<file path="src/rtl/lut_mult_pkg.sv">
// Shared types and constants for the LUT multiplier datapath.
//   state_e    : recoder FSM states
//   NIBW       : digit (nibble) width in bits
//   NEG_THRESH : nibble+carry at or above this value is a negative digit
//   ndig()     : number of radix-16 signed digits emitted for an operand width
package lut_mult_pkg;

  typedef enum logic [0:0] {StIdle, StRun} state_e;

  localparam int unsigned NIBW       = 4;
  localparam int unsigned NEG_THRESH = 8;

  // One digit per nibble plus a final digit that absorbs the top carry.
  function automatic int unsigned ndig(input int unsigned width);
    return width / NIBW + 1;
  endfunction

endpackage

</file>
<file path="src/rtl/digit_sel.sv">
// Combinational digit selector for the radix-16 signed-digit recoder.
//   b_i     : operand being recoded
//   idx_i   : digit index
//   carry_i : carry into this digit
//   nib_o   : nibble idx of b_i, 0 at the final index
//   neg_o   : digit is negative (nibble + carry >= 8), never on the final digit
//   last_o  : idx_i is the final digit index
module digit_sel
  import lut_mult_pkg::*;
#(
  parameter int unsigned WIDTH = 16,
  localparam int unsigned NDIG = ndig(WIDTH),
  localparam int unsigned IDXW = $clog2(NDIG)
) (
  input  logic [WIDTH-1:0] b_i,
  input  logic [IDXW-1:0]  idx_i,
  input  logic             carry_i,
  output logic [NIBW-1:0]  nib_o,
  output logic             neg_o,
  output logic             last_o
);

  // 5-bit sum so that F + 1 = 16 does not wrap to 0.
  logic [NIBW:0] sum;

  always_comb begin
    nib_o = '0;
    for (int unsigned k = 0; k < NDIG - 1; k++) begin
      if (idx_i == IDXW'(k)) begin
        nib_o = b_i[NIBW*k +: NIBW];
      end
    end
  end

  assign last_o = (idx_i == IDXW'(NDIG - 1));
  assign sum    = {1'b0, nib_o} + {{NIBW{1'b0}}, carry_i};
  assign neg_o  = !last_o && (sum >= (NIBW + 1)'(NEG_THRESH));

endmodule

</file>
<file path="src/rtl/nibble_recoder.sv">
// Sequential radix-16 signed-digit recoder. Accepts one unsigned operand per
// transaction and streams NDIG digit beats (nibble, carry-in, sign) to the
// incrementer / LUT stages.
//   clk, rst            : clock, synchronous active-high reset
//   in_valid/in_ready   : operand handshake, in_b is the operand
//   out_valid/out_ready : digit beat handshake
//   out_nib, out_incr   : raw nibble and carry-in for the incrementer
//   out_neg             : digit value (nib + incr - 16*neg) is negative
//   out_idx, out_last   : digit index and final-digit flag
module nibble_recoder
  import lut_mult_pkg::*;
#(
  parameter int unsigned WIDTH = 16,
  localparam int unsigned NDIG = ndig(WIDTH),
  localparam int unsigned IDXW = $clog2(NDIG)
) (
  input  logic             clk,
  input  logic             rst,
  input  logic             in_valid,
  output logic             in_ready,
  input  logic [WIDTH-1:0] in_b,
  output logic             out_valid,
  input  logic             out_ready,
  output logic [NIBW-1:0]  out_nib,
  output logic             out_incr,
  output logic             out_neg,
  output logic [IDXW-1:0]  out_idx,
  output logic             out_last
);

  state_e           state_q;
  logic [WIDTH-1:0] b_q;
  logic             out_valid_q;
  logic [NIBW-1:0]  out_nib_q;
  logic             out_incr_q;
  logic             out_neg_q;
  logic [IDXW-1:0]  out_idx_q;
  logic             out_last_q;

  // Inputs to the selector: digit 0 of the incoming operand while idle,
  // otherwise the digit after the one currently presented.
  logic [WIDTH-1:0] sel_b;
  logic [IDXW-1:0]  sel_idx;
  logic             sel_c;
  logic [NIBW-1:0]  sel_nib;
  logic             sel_neg;
  logic             sel_last;

  always_comb begin
    if (state_q == StIdle) begin
      sel_b   = in_b;
      sel_idx = '0;
      sel_c   = 1'b0;
    end else begin
      sel_b   = b_q;
      sel_idx = out_idx_q + IDXW'(1);
      // Carry out of the presented digit is its sign flag.
      sel_c   = out_neg_q;
    end
  end

  digit_sel #(
    .WIDTH (WIDTH)
  ) u_digit_sel (
    .b_i     (sel_b),
    .idx_i   (sel_idx),
    .carry_i (sel_c),
    .nib_o   (sel_nib),
    .neg_o   (sel_neg),
    .last_o  (sel_last)
  );

  always_ff @(posedge clk) begin
    if (rst) begin
      state_q     <= StIdle;
      b_q         <= '0;
      out_valid_q <= 1'b0;
      out_nib_q   <= '0;
      out_incr_q  <= 1'b0;
      out_neg_q   <= 1'b0;
      out_idx_q   <= '0;
      out_last_q  <= 1'b0;
    end else begin
      unique case (state_q)
        StIdle: begin
          if (in_valid) begin
            state_q     <= StRun;
            b_q         <= in_b;
            out_valid_q <= 1'b1;
            out_nib_q   <= sel_nib;
            out_incr_q  <= sel_c;
            out_neg_q   <= sel_neg;
            out_idx_q   <= sel_idx;
            out_last_q  <= sel_last;
          end
        end
        StRun: begin
          if (out_ready) begin
            if (out_last_q) begin
              state_q     <= StIdle;
              b_q         <= '0;
              out_valid_q <= 1'b0;
              out_nib_q   <= '0;
              out_incr_q  <= 1'b0;
              out_neg_q   <= 1'b0;
              out_idx_q   <= '0;
              out_last_q  <= 1'b0;
            end else begin
              out_nib_q  <= sel_nib;
              out_incr_q <= sel_c;
              out_neg_q  <= sel_neg;
              out_idx_q  <= sel_idx;
              out_last_q <= sel_last;
            end
          end
        end
        default: state_q <= StIdle;
      endcase
    end
  end

  assign in_ready  = (state_q == StIdle);
  assign out_valid = out_valid_q;
  assign out_nib   = out_nib_q;
  assign out_incr  = out_incr_q;
  assign out_neg   = out_neg_q;
  assign out_idx   = out_idx_q;
  assign out_last  = out_last_q;

endmodule

</file>
<file path="config.mk">
export PLATFORM = sky130hd
export DESIGN_NAME = nibble_recoder
export DESIGN_NICKNAME = d
export VERILOG_FILES = /design/src/rtl/lut_mult_pkg.sv /design/src/rtl/digit_sel.sv /design/src/rtl/nibble_recoder.sv
export SDC_FILE = /design/constraint.sdc
export NUM_CORES = 1
export LEC_CHECK = 0
export CAP_MARGIN = 30
export CORE_MARGIN = 2
export CORE_UTILIZATION = 50
export DETAILED_ROUTE_END_ITERATION = 16
export MAX_ROUTING_LAYER = met4
export PLACE_DENSITY_LB_ADDON = 0.12
export SLEW_MARGIN = 5
export SYNTH_ARGS = -nofsm -noshare
export SYNTH_HDL_FRONTEND = slang
export SYNTH_HIERARCHICAL = 1
export SYNTH_SLANG_ARGS = --single-unit
</file>
<file path="constraint.sdc">
create_clock -name clk -period 3.3 [get_ports clk]
set_input_delay 0.33 -clock clk [delete_from_list [all_inputs] [get_ports clk]]
set_output_delay 0.33 -clock clk [all_outputs]
set_load 0.005 [all_outputs]
</file>
==> results.json <==
{
  "p_sw_frac": 0.268,
  "cts_max_path_buffers": 2,
  "syn_inst": 174,
  "first_pass_iters": 4,
  "max_freq_ghz": 0.386,
  "startpoint_type": "flip-flop",
  "vias": 1340,
  "rows": 20,
  "critical_path_class": "flip-flop to flip-flop",
  "slew_headroom": 0.419,
  "min_period_ns": 2.59,
  "synth_area_mm2": 0.00152,
  "root_buffer": "clkbuf_4",
  "rrSetupSlack_ns": 0.71,
  "syn_avg_cell_area_um2": 8.74,
  "track_usage": 0.225,
  "power.density_mw_per_mm2": 359,
  "ff2ff_path_depth": 9,
  "crit_path_max_fanout": 13,
  "critPathLaunch": "state_q$_SDFF_PP0_",
  "core_mm2": 0.00298,
  "final_hold_viol_count": 0,
  "route.final.wire_length_um": 3490,
  "wire_per_inst_um": 15.0,
  "ys_seq_area_frac": 0.369,
  "synth.yosys.warnings": 6,
  "crit_slowest_cell": "dfxtp_1",
  "num_antenna_cells": 0,
  "hold_class": "flip-flop to flip-flop",
  "utilization": 0.626,
  "fin_nets": 223,
  "antenna_found_initial": 0,
  "drv_slew": 0,
  "hpwl_um": 2510,
  "p_int_w": 0.000490,
  "start_util": 0.511,
  "tritoncts": "done",
  "r2r_start": "state_q$_SDFF_PP0_",
  "max_cap_viol_count": 0,
  "period_share": 0.785,
  "grt-ovfl-total": 0,
  "grt_max_degree": 29,
  "dieHeight_um": 59.1,
  "clock-sinks": 28,
  "crit_chain": "mux2_2 > mux4_1 > nor2b_1 > ha_1 > nor3b_1 > a32oi_1 > o21bai_1 > nand3_1 > a21oi_1",
  "yosysUniqueCellTypes": 32,
  "antenna_left": 0,
  "drc": 0,
  "port_buffers": 31,
  "fill_cells": 276,
  "finalSetupTns_ns": 0,
  "worstReg2RegEnd": "out_neg$_SDFFE_PP0P_",
  "gp_congestion": 0.884,
  "top_level_ports": 32,
  "slowest_delay_ns": 0.69,
  "grt_pass1_vias": 1302,
  "cp_data_arrival_time_ns": 2.82,
  "cp.required_ns": 3.53,
  "postCtsSetupBuffers": 0,
  "cts_resized": 0,
  "fin_worst_skew_ns": 0.00394,
  "final-setup-viol-count": 0,
  "postCtsHoldBufs": 0,
  "syn_to_final_growth_pct": 22.7,
  "cts.htree.levels": 1,
  "crit_path_end": "out_neg$_SDFFE_PP0P_",
  "ir_worst_vdd_mv": 0.185,
  "numCtsBuffers": 3,
  "pwr-share-clk": 0.212,
  "clock_latency_ns": 0.32,
  "combPwrFrac": 0.234,
  "power_leakage_nw": 0.690,
  "worstMarginPinSlew_ns": 0.847,
  "worst_setup_path_end_kind": "flip-flop",
  "grt_setup_unrepaired": "false",
  "seqPwrFrac": 0.554,
  "initialDrtViolationCount": 57,
  "p_switching_w": 0.000179,
  "die_x_um": 59.1,
  "die_area_mm2": 0.00350,
  "synth_seq_cells": 28,
  "viasPerCell": 5.78,
  "outcome": "finished clean",
  "synth_nets": 196,
  "grt_first_pass_wirelength_um": 5850,
  "drive_gt1_frac": 0.161,
  "clk_pin_slew_ns": 0.15
}
==> power by group through the flow <==
stage	clock network [W]	registers, W	logic [W]
2_1_floorplan	0	0.000373	0.0000999
3_3_place_gp	0	0.000377	0.000152
3_5_place_dp	0	0.000378	0.000154
4_1_cts	0.000147	0.000371	0.000155
5_1_grt	0.000157	0.000374	0.000171
6_report	0.000142	0.000371	0.000157
==> registers in the layout (all words and copies together) (netlist names) <==
name and count:
b_q 16, out_idx 3, out_incr 1, out_last 1
out_neg 1, out_nib 4, out_valid 1, state_q 1
==> how the worst min path moves through the flow <==
stage,to,cells past startpoint,from
final,out_nib[2]$_SDFFE_PP0P_,2,out_nib[2]$_SDFFE_PP0P_
after global routing,out_nib[0]$_SDFFE_PP0P_,2,out_nib[0]$_SDFFE_PP0P_
after CTS,out_nib[0]$_SDFFE_PP0P_,2,out_nib[0]$_SDFFE_PP0P_
after detailed placement,out_nib[0]$_SDFFE_PP0P_,2,out_nib[0]$_SDFFE_PP0P_
after global placement,out_nib[2]$_SDFFE_PP0P_,2,out_nib[2]$_SDFFE_PP0P_
after floorplan,b_q[0]$_SDFFE_PP0P_,2,b_q[0]$_SDFFE_PP0P_
==> Yosys cell counts, drive strengths merged <==
library cell | n | area share
a21oi | 27 | 0.089
a2bb2oi | 1 | 0.0058
a311oi | 1 | 0.0058
a32oi | 1 | 0.0058
and2 | 2 | 0.0082
and2b | 1 | 0.0049
buf | 10 | 0.039
clkbuf | 4 | 0.0099
dfxtp | 28 | 0.37
ha | 2 | 0.016
inv | 2 | 0.0049
mux2 | 20 | 0.15
mux2i | 2 | 0.013
mux4 | 3 | 0.049
nand2 | 27 | 0.067
nand2b | 1 | 0.0041
nand3 | 23 | 0.076
nand3b | 1 | 0.0049
nand4b | 1 | 0.0058
nor2 | 4 | 0.0099
nor2b | 4 | 0.021
nor3b | 3 | 0.015
o21ai | 1 | 0.0033
o21bai | 1 | 0.0049
or2 | 1 | 0.0041
or4 | 2 | 0.0099
xnor2 | 1 | 0.0058
==> cells by family after synthesis <==
group,share of synthesized area
buf+inv,0.0535
flops,0.369
fa+ha+maj,0.0165
xor+xnor,0.00576
simple gates,0.230
compound gates,0.114
mux,0.211
==> critical path: cells and delay by family (launching register included) <==
family / cells / cell delay (ns)
flip-flops: 1 / 0.69
adder cells (fa/ha/maj): 1 / 0.22
multiplexers: 2 / 0.89
AO/OA/AOI/OAI: 3 / 0.32
AND/OR/NAND/NOR: 3 / 0.37
==> layer usage <==
metal,routed length [um],track usage
met1,1570,0.273
met2,1720,0.390
met3,174,0.0218
met4,15,0.0714
met5,0,-
==> cell usage in the layout (no fill, tap or decap), drive strengths merged <==
cell type / Yosys / final
nor2: 4 / 4
nor3b: 3 / 3
nand2: 27 / 27
nand3: 23 / 23
a32oi: 1 / 1
buf: 10 / 5
ha: 2 / 2
clkdlybuf4s50: 0 / 31
nand2b: 1 / 1
inv: 2 / 2
mux2: 20 / 20
and2: 2 / 2
or2: 1 / 1
a2bb2oi: 1 / 1
a21oi: 27 / 27
o21ai: 1 / 1
dfxtp: 28 / 28
o21bai: 1 / 1
nand3b: 1 / 1
nor2b: 4 / 4
a311oi: 1 / 1
or4: 2 / 2
mux2i: 2 / 2
xnor2: 1 / 1
mux4: 3 / 3
nand4b: 1 / 1
and2b: 1 / 1
clkbuf: 4 / 3
==> area by class of cell <==
| type | instances | area [um^2] | share of cell area |
|---|---|---|---|
| inverters | 2 | 7.51 | 0.00402 |
| flip-flops and latches | 28 | 561 | 0.300 |
| repair buffers | 36 | 355 | 0.190 |
| clock buffers | 3 | 22.5 | 0.0121 |
| well taps | 33 | 41.3 | 0.0221 |
| multi-input cells | 130 | 878 | 0.471 |
==> per-stage QoR <==
stage	total power, W	setup WS, ns	cells	instance area [um^2]	hold slack (ns)
after floorplan	0.000473	0.891	174	1520	0.444
after global placement	0.000529	0.758	228	1830	0.442
after detailed placement	0.000533	0.703	228	1830	0.452
after CTS	0.000673	0.688	231	1850	0.468
after global routing	0.000702	0.591	232	1870	0.484
final	0.000670	0.710	232	1870	0.464
No activity file was read; power rests on OpenSTA's default activity.
